==> src/rtl/ps2_keyboard_rx.sv <==
// PS/2 keyboard receiver: conditions the raw lines, deframes 11-bit frames and
// turns E0/F0 prefixed scan codes into one-cycle make/break event pulses.
module ps2_keyboard_rx #(
    parameter int FILTER_LEN = 8,
    parameter int TIMEOUT    = 50000
) (
    input  logic       clk,
    input  logic       reset,
    input  logic       ps2_clk,
    input  logic       ps2_data,
    output logic [7:0] keyCode,
    output logic       newKey,
    output logic       keyRelease,
    output logic       extended,
    output logic       frameError
);

    localparam int TW = $clog2(TIMEOUT + 1);

    typedef enum logic [1:0] {IDLE, DATA, PARITY, STOP} state_t;

    logic [1:0]            clk_sync;
    logic [1:0]            data_sync;
    logic [FILTER_LEN-1:0] filt_sr;
    logic                  filt_level;
    logic                  fall_edge;
    logic                  data_bit;

    state_t                state;
    logic [2:0]            bitcnt;
    logic [7:0]            shift_reg;
    logic                  parity_bit;
    logic                  ext_flag;
    logic                  brk_flag;
    logic [TW-1:0]         tcount;

    // The filtered clock only moves once every sample in the window agrees,
    // so short glitches on the cable never look like a bit edge.
    always_ff @(posedge clk) begin
        if (reset) begin
            clk_sync   <= 2'b11;
            data_sync  <= 2'b11;
            filt_sr    <= '1;
            filt_level <= 1'b1;
        end else begin
            clk_sync  <= {clk_sync[0], ps2_clk};
            data_sync <= {data_sync[0], ps2_data};
            filt_sr   <= {filt_sr[FILTER_LEN-2:0], clk_sync[1]};
            if (&filt_sr)
                filt_level <= 1'b1;
            else if (~|filt_sr)
                filt_level <= 1'b0;
        end
    end

    assign fall_edge = filt_level && (filt_sr == '0);
    assign data_bit  = data_sync[1];

    // Byte decode happens on the stop-bit edge itself so the registered
    // pulses appear exactly one clk after that edge.
    always_ff @(posedge clk) begin
        if (reset) begin
            state      <= IDLE;
            bitcnt     <= '0;
            shift_reg  <= '0;
            parity_bit <= 1'b0;
            ext_flag   <= 1'b0;
            brk_flag   <= 1'b0;
            tcount     <= '0;
            keyCode    <= '0;
            newKey     <= 1'b0;
            keyRelease <= 1'b0;
            extended   <= 1'b0;
            frameError <= 1'b0;
        end else begin
            newKey     <= 1'b0;
            keyRelease <= 1'b0;
            frameError <= 1'b0;
            if (fall_edge) begin
                tcount <= '0;
                case (state)
                    IDLE: begin
                        if (!data_bit) begin
                            state  <= DATA;
                            bitcnt <= '0;
                        end
                    end
                    DATA: begin
                        shift_reg <= {data_bit, shift_reg[7:1]};
                        bitcnt    <= bitcnt + 3'd1;
                        if (bitcnt == 3'd7)
                            state <= PARITY;
                    end
                    PARITY: begin
                        parity_bit <= data_bit;
                        state      <= STOP;
                    end
                    STOP: begin
                        state <= IDLE;
                        if (data_bit && (^{shift_reg, parity_bit})) begin
                            case (shift_reg)
                                8'hE0: ext_flag <= 1'b1;
                                8'hF0: brk_flag <= 1'b1;
                                8'h00, 8'hAA, 8'hEE, 8'hFA, 8'hFF: begin
                                    ext_flag <= 1'b0;
                                    brk_flag <= 1'b0;
                                end
                                default: begin
                                    keyCode    <= shift_reg;
                                    extended   <= ext_flag;
                                    newKey     <= !brk_flag;
                                    keyRelease <= brk_flag;
                                    ext_flag   <= 1'b0;
                                    brk_flag   <= 1'b0;
                                end
                            endcase
                        end else begin
                            frameError <= 1'b1;
                            ext_flag   <= 1'b0;
                            brk_flag   <= 1'b0;
                        end
                    end
                    default: state <= IDLE;
                endcase
            end else if (state != IDLE) begin
                // A stalled keyboard must not leave us stuck mid-frame.
                if (tcount == TW'(TIMEOUT - 1)) begin
                    state    <= IDLE;
                    tcount   <= '0;
                    ext_flag <= 1'b0;
                    brk_flag <= 1'b0;
                end else begin
                    tcount <= tcount + 1'b1;
                end
            end
        end
    end

endmodule

==> config.mk <==
export PLATFORM = sky130hd
export DESIGN_NAME = ps2_keyboard_rx
export DESIGN_NICKNAME = d
export VERILOG_FILES = /design/src/rtl/ps2_keyboard_rx.sv
export SDC_FILE = /design/constraint.sdc
export NUM_CORES = 1
export LEC_CHECK = 0
export ABC_AREA = 1
export BUFFER_PORTS_ARGS = -buffer_cell sky130_fd_sc_hd__buf_4
export CAP_MARGIN = 20
export CORE_ASPECT_RATIO = 1.25
export CORE_MARGIN = 5
export CORE_UTILIZATION = 60
export DETAILED_ROUTE_END_ITERATION = 10
export PLACE_DENSITY_LB_ADDON = 0.2
export SLEW_MARGIN = 20
export SYNTH_ARGS = -nofsm -noshare
export SYNTH_HDL_FRONTEND = slang
export SYNTH_SLANG_ARGS = --single-unit
==> constraint.sdc <==
create_clock -name clk -period 2 [get_ports clk]
set_clock_uncertainty 0.15 [all_clocks]
set_input_delay 0.2 -clock clk [delete_from_list [all_inputs] [get_ports clk]]
set_output_delay 0.2 -clock clk [all_outputs]
set_load 0.1 [all_outputs]
Word level (Yosys, flattened, before mapping)
Cells that the tools add are included.
{"block": "word_totals", "word_cells": 84, "reg_bits": 57, "in_bits": 4, "output_inout_bits": 12}
{"block": "classes", "reduce_logical": 25, "mux": 20, "n_eq_ne": 17, "bitwise_logic": 4, "addsub": 2}
{"cell": "== test 8 bit, second input constant", "count": 6}
{"cell": "adder 16 x 1 -> 16 bit, second input constant", "count": 1}
{"cell": "== test 16 bit, second input constant", "count": 1}
{"cell": "zero test 8 bit", "count": 2}
{"cell": "two-way mux 16 bit", "count": 1}
{"cell": "AND reduction 4 bit", "count": 4}
{"cell": "!= test 3 bit, second input constant", "count": 4}
{"cell": "OR reduction 11 bit", "count": 1}
{"cell": "two-way mux 2 bit", "count": 5}
{"cell": "two-way mux 1 bit", "count": 9}
{"cell": "XOR reduction 9 bit", "count": 1}
{"cell": "case mux 2 bit (4 select lines)", "count": 1}
{"cell": "AND reduction 8 bit", "count": 1}
{"cell": "nonzero test 2 bit", "count": 4}
{"cell": "OR reduction 8 bit", "count": 1}
{"cell": "OR reduction 7 bit", "count": 1}
{"cell": "case mux 3 bit (2 select lines)", "count": 1}
{"cell": "== test 2 bit, second input constant", "count": 2}
{"cell": "inverter 1 bit", "count": 4}
{"cell": "case mux 1 bit (2 select lines)", "count": 2}
{"cell": "AND reduction 2 bit", "count": 2}
{"cell": "OR reduction 2 bit", "count": 2}
{"cell": "adder 3 x 1 -> 3 bit, second input constant", "count": 1}
{"cell": "== test 3 bit, second input constant", "count": 1}
{"cell": "other kinds (9)", "count": 10}

Longest topological paths before layout
Gate-level depths: netlist (run 1).
{"block": "depth", "ltp_word": 5, "depth_mapped": 13, "ltp_nobuf": 12}

Worst setup path before layout (run 1)
OpenSTA, ideal clock, no wires.
{"block": "synth_timing", "path_type": "reg2reg", "start": "register tcount[0]", "end": "register brk_flag", "required_time_ns": 1.735, "path_stages_with_launch": 11, "path_buffers": 0, "arrival_ns": 1.456, "setup_slack_ns": 0.279, "cell_sequence": "dfxtp_1 > ha_1 > nand2_1 > inv_1 > nand2_1 > nor4_1 > nand3_1 > nand2_1 > nand3_1 > nand2_1 > nor2_1"}
{"block": "synth_via", "elab_chain_cells": 3}
{"element": "start, declared", "line": "35", "source": "logic [TW-1:0] tcount;"}
{"element": "start signal, assigned", "line": "133", "source": "tcount <= tcount + 1'b1;"}
{"element": "== test 16 bit", "line": "127", "source": "if (tcount == TW'(TIMEOUT - 1)) begin"}
{"element": "nonzero test 2 bit (no source line)"}
{"element": "AND reduction 4 bit (no source line)"}
{"element": "end signal, assigned", "line": "114", "source": "brk_flag <= 1'b0;"}
{"element": "end signal, assigned", "line": "120", "source": "brk_flag <= 1'b0;"}
{"element": "end signal, assigned", "line": "131", "source": "brk_flag <= 1'b0;"}
{"element": "end, declared", "line": "34", "source": "logic brk_flag;"}
Every way passes these cells.
A chain may end at the register's enable or synchronous reset.

Worst setup path in the final report (run 1)
{"block": "layout_timing", "start": "register tcount[0]", "end": "register tcount[12]"}
{"block": "layout_via", "elab_chain_cells": 2, "elab_cells_between_ends": 3, "classes_between": "1 x add/sub; 1 x eq/ne; 1 x mux"}
{"element": "adder 16 x 1 -> 16 bit / == test 16 bit (equally long branches)", "line": "133, 127"}
{"element": "two-way mux 16 bit *", "line": "127"}
Mark *: on every way between the ends. The rest lies on a longest branch, timed or not.

==> qor.yml, run 1 <==
status: "finished clean"
synth_most_common_cell: "nand2_1"
hold_start: "clk_sync[1]"
drive_above_1_share: 0.158
cap_violations: 0
async_flop_share: 0
grt_pass1_wl_um: 9310
synth_edf_count: 0
setup-violations-final: 0
r2r_slack_ns: 0.18
ys_ff_latch: 57
grt_overflow: 0
switching_share: 0.201
top_register: "tcount"
cts_buffer_depth: 2
drcViolationCount: 0
power_frac_clock: 0.470
cts_buffers: 9
routedWlPerCell_um: 11.5
clk_pin_slew_worst_paths_ns: 0.06
num_rows: 27
tns_ns: 0
placed_area_um2: 2850
track_usage: 0.198
cts.sinks: 57
max-slew-margin-rel: 0.706
period_minus_slack_ns: 1.82
syn-num-nets: 387
postCtsSetupBuffers: 0
timing.rr.end: "tcount[12]"
drtIter0Drc: 178
fin_ws_ns: 0.176
r2r-start: "tcount[0]"
gp_congestion: 0.864
worstSetupEndpointType: "register"
synth_top_area_share: 0.426
critPathArrivalTime_ns: 1.90
die_y_um: 84.7
ys_top_cells_by_count: "nand2_1 (76), dfxtp_1 (57), inv_1 (55)"
worst_pin_slew_ns: 0.441
p_per_area_nw_per_um2: 720
area_growth_pct: 16.2
peakVddDrop_uv: 873
synthFlopType: "dfxtp_1"
reg2reg_depth: 10
design_area_um2: 3110
layout.nets: 412
antenna_found_initial: 0
largest_reg_flops: 16
slew_viol_final: 0
core_area_um2: 4360
worst-setup-path-type: "reg -> reg"
rsz0062_at_grt: "yes"
worst_setup_path_start_kind: "register"
synth.cell_area_um2: 2680
min_to: "filt_sr[0]"
fin_util: 0.714
cts-root-buf: "clkbuf_8"
fmax_ghz: 0.548
pre_cts_ws_ns: 0.119
min_path_type: "reg -> reg"
wl_um: 5340
seq_power_share: 0.511
power.leakage_nw: 1.38
cts_htree_levels: 3
yosysSeqAreaShare: 0.426
start_util: 0.615
synth.avg_cell_area_um2: 7.13
synth_area_leaders: "dfxtp_1 (43%), nand2_1 (11%), inv_1 (7.7%)"
intPower_mw: 1.79
final_hold_viol_count: 0
ys_types: 33
cts_tree: "yes"
clk_latency_ns: 0.33
first_pass_iters: 4
ys_warn_count: 0
die_x_um: 69.8
num_antenna_cells: 0
viasPerCell: 5.12
p_comb_frac: 0.019
syn-instance-count: 376
io-pin-count: 16
via_count: 2370
p_sw_uw: 451
period_share: 0.912
worstHoldPathCells: 1
place_hpwl_um: 3860
die_area_um2: 5910
antenna_left: 0
grt_pass1_vias: 2236
grt_max_degree: 28
critPathMaxFanout: 4
yosys.area.top_type: "dfxtp_1"
required_ns: 2.07
io_buffers: 15
finalHoldWorstSlack_ns: 0.258
==> routing by layer <==
metal / GRT usage / wire, µm / vias up
met5: 0 / 0 / -
met4: 0.111 / 129 / 0
met3: 0.0683 / 267 / 8
met2: 0.334 / 2640 / 49
met1: 0.215 / 2310 / 1065
li1: - / - / 1248
==> timing repair <==
action / 4_1_cts / 5_1_grt
hold buffers: 3 / 0
gates resized for setup: 0 / 11
hold endpoints to repair: 6 / 0
setup endpoints to repair: 0 / 17
==> how the worst max path moves through the flow <==
stage / from / endpoint / slack [ns] / depth (start not counted)
global placement: state[0] / tcount[13] / 0.09 / 8
CTS: state[0] / tcount[11] / 0.10 / 8
floorplan: tcount[0] / brk_flag / 0.28 / 10
global route: state[0] / tcount[13] / -0.02 / 9
finish: tcount[0] / tcount[12] / 0.18 / 10
detailed placement: state[0] / tcount[13] / 0.12 / 8
==> area by class of cell <==
| class | instances | area [µm²] |
|---|---|---|
| Fill cell | 346 | 1240 |
| Clock inverter | 3 | 40.0 |
| Tap cell | 58 | 72.6 |
| Sequential cell | 57 | 1150 |
| Clock buffer | 12 | 155 |
| Inverter | 58 | 218 |
| Timing Repair Buffer | 23 | 180 |
| Multi-Input combinational cell | 252 | 1300 |
==> cells in the final DEF, fill, tap and decap left out, drive strengths merged, types with 2 or more instances in the layout <==
| cell | instances |
|---|---|
| nand4 | 13 |
| or2 | 7 |
| xor2 | 2 |
| dlygate4sd3 | 3 |
| nand3 | 20 |
| clkbuf | 12 |
| ha | 7 |
| o21a | 2 |
| xnor2 | 3 |
| dfxtp | 57 |
| clkinv | 2 |
| nor3 | 15 |
| nor2 | 55 |
| a21oi | 21 |
| o21ai | 20 |
| buf | 20 |
| inv | 58 |
| nand2 | 79 |
| nor4 | 2 |
==> per-stage QoR <==
step | cells | power [mW]
detailed placement | 444 | 1.21
global placement | 444 | 1.21
global route | 463 | 2.34
finish | 463 | 2.24
floorplan | 376 | 1.19
CTS | 462 | 2.28
==> critical path, cell delays in order, from the launching register on <==
cell and delay [ns]:
dfxtp_2 0.35, ha_1 0.17, nand2_1 0.09, nor3_1 0.19, inv_1 0.07, nor2_1 0.18, nand2_1 0.11, nor2_1 0.14
nand2_1 0.08, xor2_1 0.13, nor2_1 0.05
==> cells by family (layout without fill, tap and decap cells) <==
kind of cell    count (synthesis)  count (layout)  synth area share
fa+ha+maj                       7               7            0.0327
compound gates                 48              48            0.0980
buf+inv                        68              96             0.103
xor+xnor                        5               5            0.0163
flops                          57              57             0.426
simple gates                  191             192             0.324
==> power groups by stage <==
| stage | clock [mW] | sequential, mW | combinational, mW |
|---|---|---|---|
| 4_1_cts | 1.09 | 1.14 | 0.0431 |
| 3_5_place_dp | 0 | 1.17 | 0.0387 |
| 6_report | 1.05 | 1.14 | 0.0425 |
| 3_3_place_gp | 0 | 1.17 | 0.0384 |
| 2_1_floorplan | 0 | 1.17 | 0.0271 |
| 5_1_grt | 1.15 | 1.14 | 0.0494 |
Power figures use the tool's default switching activity.
==> run 2, diff against run 1 <==
--- a/config.mk
+++ b/config.mk
@@ -10,7 +10,8 @@
 export CAP_MARGIN = 20
 export CORE_ASPECT_RATIO = 1.25
 export CORE_MARGIN = 5
-export CORE_UTILIZATION = 60
+export CORE_UTILIZATION = 62
+export CTS_BUF_LIST = sky130_fd_sc_hd__clkbuf_4
 export DETAILED_ROUTE_END_ITERATION = 10
 export PLACE_DENSITY_LB_ADDON = 0.2
 export SLEW_MARGIN = 20
==> run 2 against run 1 <==
First-iteration DRC count is 5.6% higher; largest power group unchanged; critical path type unchanged; largest cell class unchanged; total power is 16% lower; cell count is 0.86% higher; non-clock buffer count is 5 higher; utilization is 3.1 points higher; wire length is 3.8% higher; die area is 2.8% lower; hold slack better by 0.011 ns; clock power is 35% lower; final area is 1.0% lower.
==> qor.yml, run 2 (same netlist as run 1, synthesis figures left out) <==
period_share: 0.933  # was 0.912
rsz0062_at_grt: "no"  # was yes
layout.nets: 417  # was 412
dp.cells: 444  # unchanged
worst_setup_path_start_kind: "register"  # unchanged
num_antenna_cells: 0  # unchanged
fmax_ghz: 0.536  # was 0.548 GHz
seq_power_share: 0.610  # was 0.511
die_y_um: 83.5  # was 84.7 µm
period_minus_slack_ns: 1.87  # was 1.82 ns
drtIter0Drc: 188  # was 178
worst-setup-path-type: "reg -> reg"  # unchanged
switching_share: 0.242  # was 0.201
first_pass_iters: 5  # was 4
peakVddDrop_uv: 740  # was 873 µV
finalHoldWorstSlack_ns: 0.269  # was 0.258 ns
worst_pin_slew_ns: 0.432  # was 0.441 ns
gp_congestion: 0.864  # about the same
grt_overflow: 0  # unchanged
power.leakage_nw: 1.37  # was 1.38 nW
via_count: 2429  # was 2370
die_x_um: 68.8  # was 69.8 µm
p_comb_frac: 0.027  # was 0.019
num_rows: 26  # was 27
final_cell_mix: "nand2_1 (76), inv_1 (55), nor2_1 (51), dfxtp_1 (51), buf_4 (22)"  # was nand2_1 (75), inv_1 (55), nor2_1 (53)
instances_no_fill: 467  # was 463
hold_start: "clk_sync[1]"  # unchanged
wl_um: 5540  # was 5340 µm
timing.rr.end: "tcount[11]"  # was tcount[12]
io_buffers: 15  # unchanged
grt_pass1_wl_um: 9230  # was 9310 µm
drive_above_1_share: 0.170  # was 0.158
cts_buffer_depth: 2  # unchanged
routedWlPerCell_um: 11.9  # was 11.5 µm
io-pin-count: 16  # unchanged
grt_pass1_vias: 2268  # was 2236
cts-root-buf: "clkbuf_4"  # was clkbuf_8
p_sw_uw: 453  # was 451 µW
worstHoldPathCells: 1  # unchanged
area_growth_pct: 14.9  # was 16.2%
clk_pin_slew_worst_paths_ns: 0.09  # was 0.06 ns
min_to: "filt_sr[0]"  # unchanged
antenna_left: 0  # unchanged
worstSetupEndpointType: "register"  # unchanged
final_common_cell: "nand2_1"  # unchanged
cts_buffers: 9  # unchanged
cts.sinks: 57  # unchanged
critPathMaxFanout: 11  # was 4
intPower_mw: 1.42  # was 1.79 mW
required_ns: 2.20  # was 2.07 ns
viasPerCell: 5.20  # was 5.12
fin_util: 0.746  # was 0.714
top_register: "tcount"  # unchanged
filler_cell_count: 359  # was 346
status: "finished clean"  # unchanged
cts_tree: "yes"  # unchanged
clk_latency_ns: 0.40  # was 0.33 ns
largest_reg_flops: 16  # unchanged
p_per_area_nw_per_um2: 608  # was 720 nW/µm²
core_area_um2: 4130  # was 4360 µm²
cap_violations: 0  # unchanged
drcViolationCount: 0  # unchanged
antenna_found_initial: 0  # unchanged
setup-violations-final: 0  # unchanged
tns_ns: 0  # unchanged
power_frac_clock: 0.363  # was 0.470
place_hpwl_um: 3920  # was 3860 µm
reg2reg_depth: 9  # was 10
r2r-start: "state[0]"  # was tcount[0]
start_util: 0.649  # was 0.615
grt_max_degree: 21  # was 28
slew_viol_final: 0  # unchanged
cts_htree_levels: 3  # unchanged
critPathArrivalTime_ns: 2.06  # was 1.90 ns
track_usage: 0.207  # was 0.198
max-slew-margin-rel: 0.711  # was 0.706
min_path_type: "reg -> reg"  # unchanged
die_area_um2: 5750  # was 5910 µm²
r2r_slack_ns: 0.13  # was 0.18 ns
final_hold_viol_count: 0  # unchanged
[run 2: cell count changes in the layout (fill, tap and decap cells not counted), sizes merged]
cell	before	now
clkinvlp	0	2
dlygate4sd3	3	5
bufinv	1	0
buf	20	23
clkbuf	12	10
clkinv	2	4
[run 2: area by class of cell]
cell class / count / area, µm² / area share
clock buffer: 10 / 75.1 / 0.0244
multi-input combinational: 252 / 1300 / 0.422
timing repair buffer: 28 / 235 / 0.0764
sequential: 57 / 1150 / 0.373
inverter: 58 / 218 / 0.0707
tap: 56 / 70.1 / 0.0227
clock inverter: 6 / 35.0 / 0.0114
[run 2: per-stage QoR]
step	power (mW)	setup slack [ns]	area (µm²)
after global routing	1.95	0.000362	3080
after floorplan	1.19	0.279	2680
after detailed placement	1.21	0.0623	2870
final	1.87	0.135	3080
after CTS	1.89	0.0253	3030
after global placement	1.21	0.118	2870
[run 2: what timing repair did]
action / 4_1_cts / 5_1_grt
gates resized for setup: 0 / 14
hold buffers: 5 / 0
hold endpoints to repair: 10 / 0
endpoints found under the setup margin: 0 / 16
buffers inserted: 0 / 1
[run 2: worst max-delay path by stage]
stage	start	to	slack, ns
after detailed placement	state[0]	tcount[13]	0.06
after floorplan	tcount[0]	brk_flag	0.28
after global routing	filt_sr[6]	keyCode[0]	0.0004
after CTS	state[0]	tcount[13]	0.03
after global placement	state[0]	tcount[13]	0.12
final	state[0]	tcount[11]	0.13
[run 2: metal layers]
layer  routed length (µm)  up-vias  track usage
li1                     -     1264            -
met1                 2280     1094        0.230
met2                 2890       54        0.358
met3                  228       17       0.0391
met4                  143        0        0.106
met5                    0        -            0
[run 2: critical path: stages, from the launching register on]
cell and delay [ns]:
dfxtp_2 0.37, inv_1 0.07, ha_2 0.26, nor2_2 0.16, nand2_1 0.10, nor3_1 0.15, nand3_1 0.14, buf_4 0.16
a21oi_1 0.13, o21a_1 0.13
[run 2: power by group through the flow]
stage          combinational, mW  clock [mW]  sequential (mW)
2_1_floorplan             0.0271           0             1.17
3_3_place_gp              0.0412           0             1.17
3_5_place_dp              0.0412           0             1.17
4_1_cts                   0.0488       0.701             1.14
5_1_grt                   0.0565       0.751             1.14
6_report                  0.0501       0.681             1.14
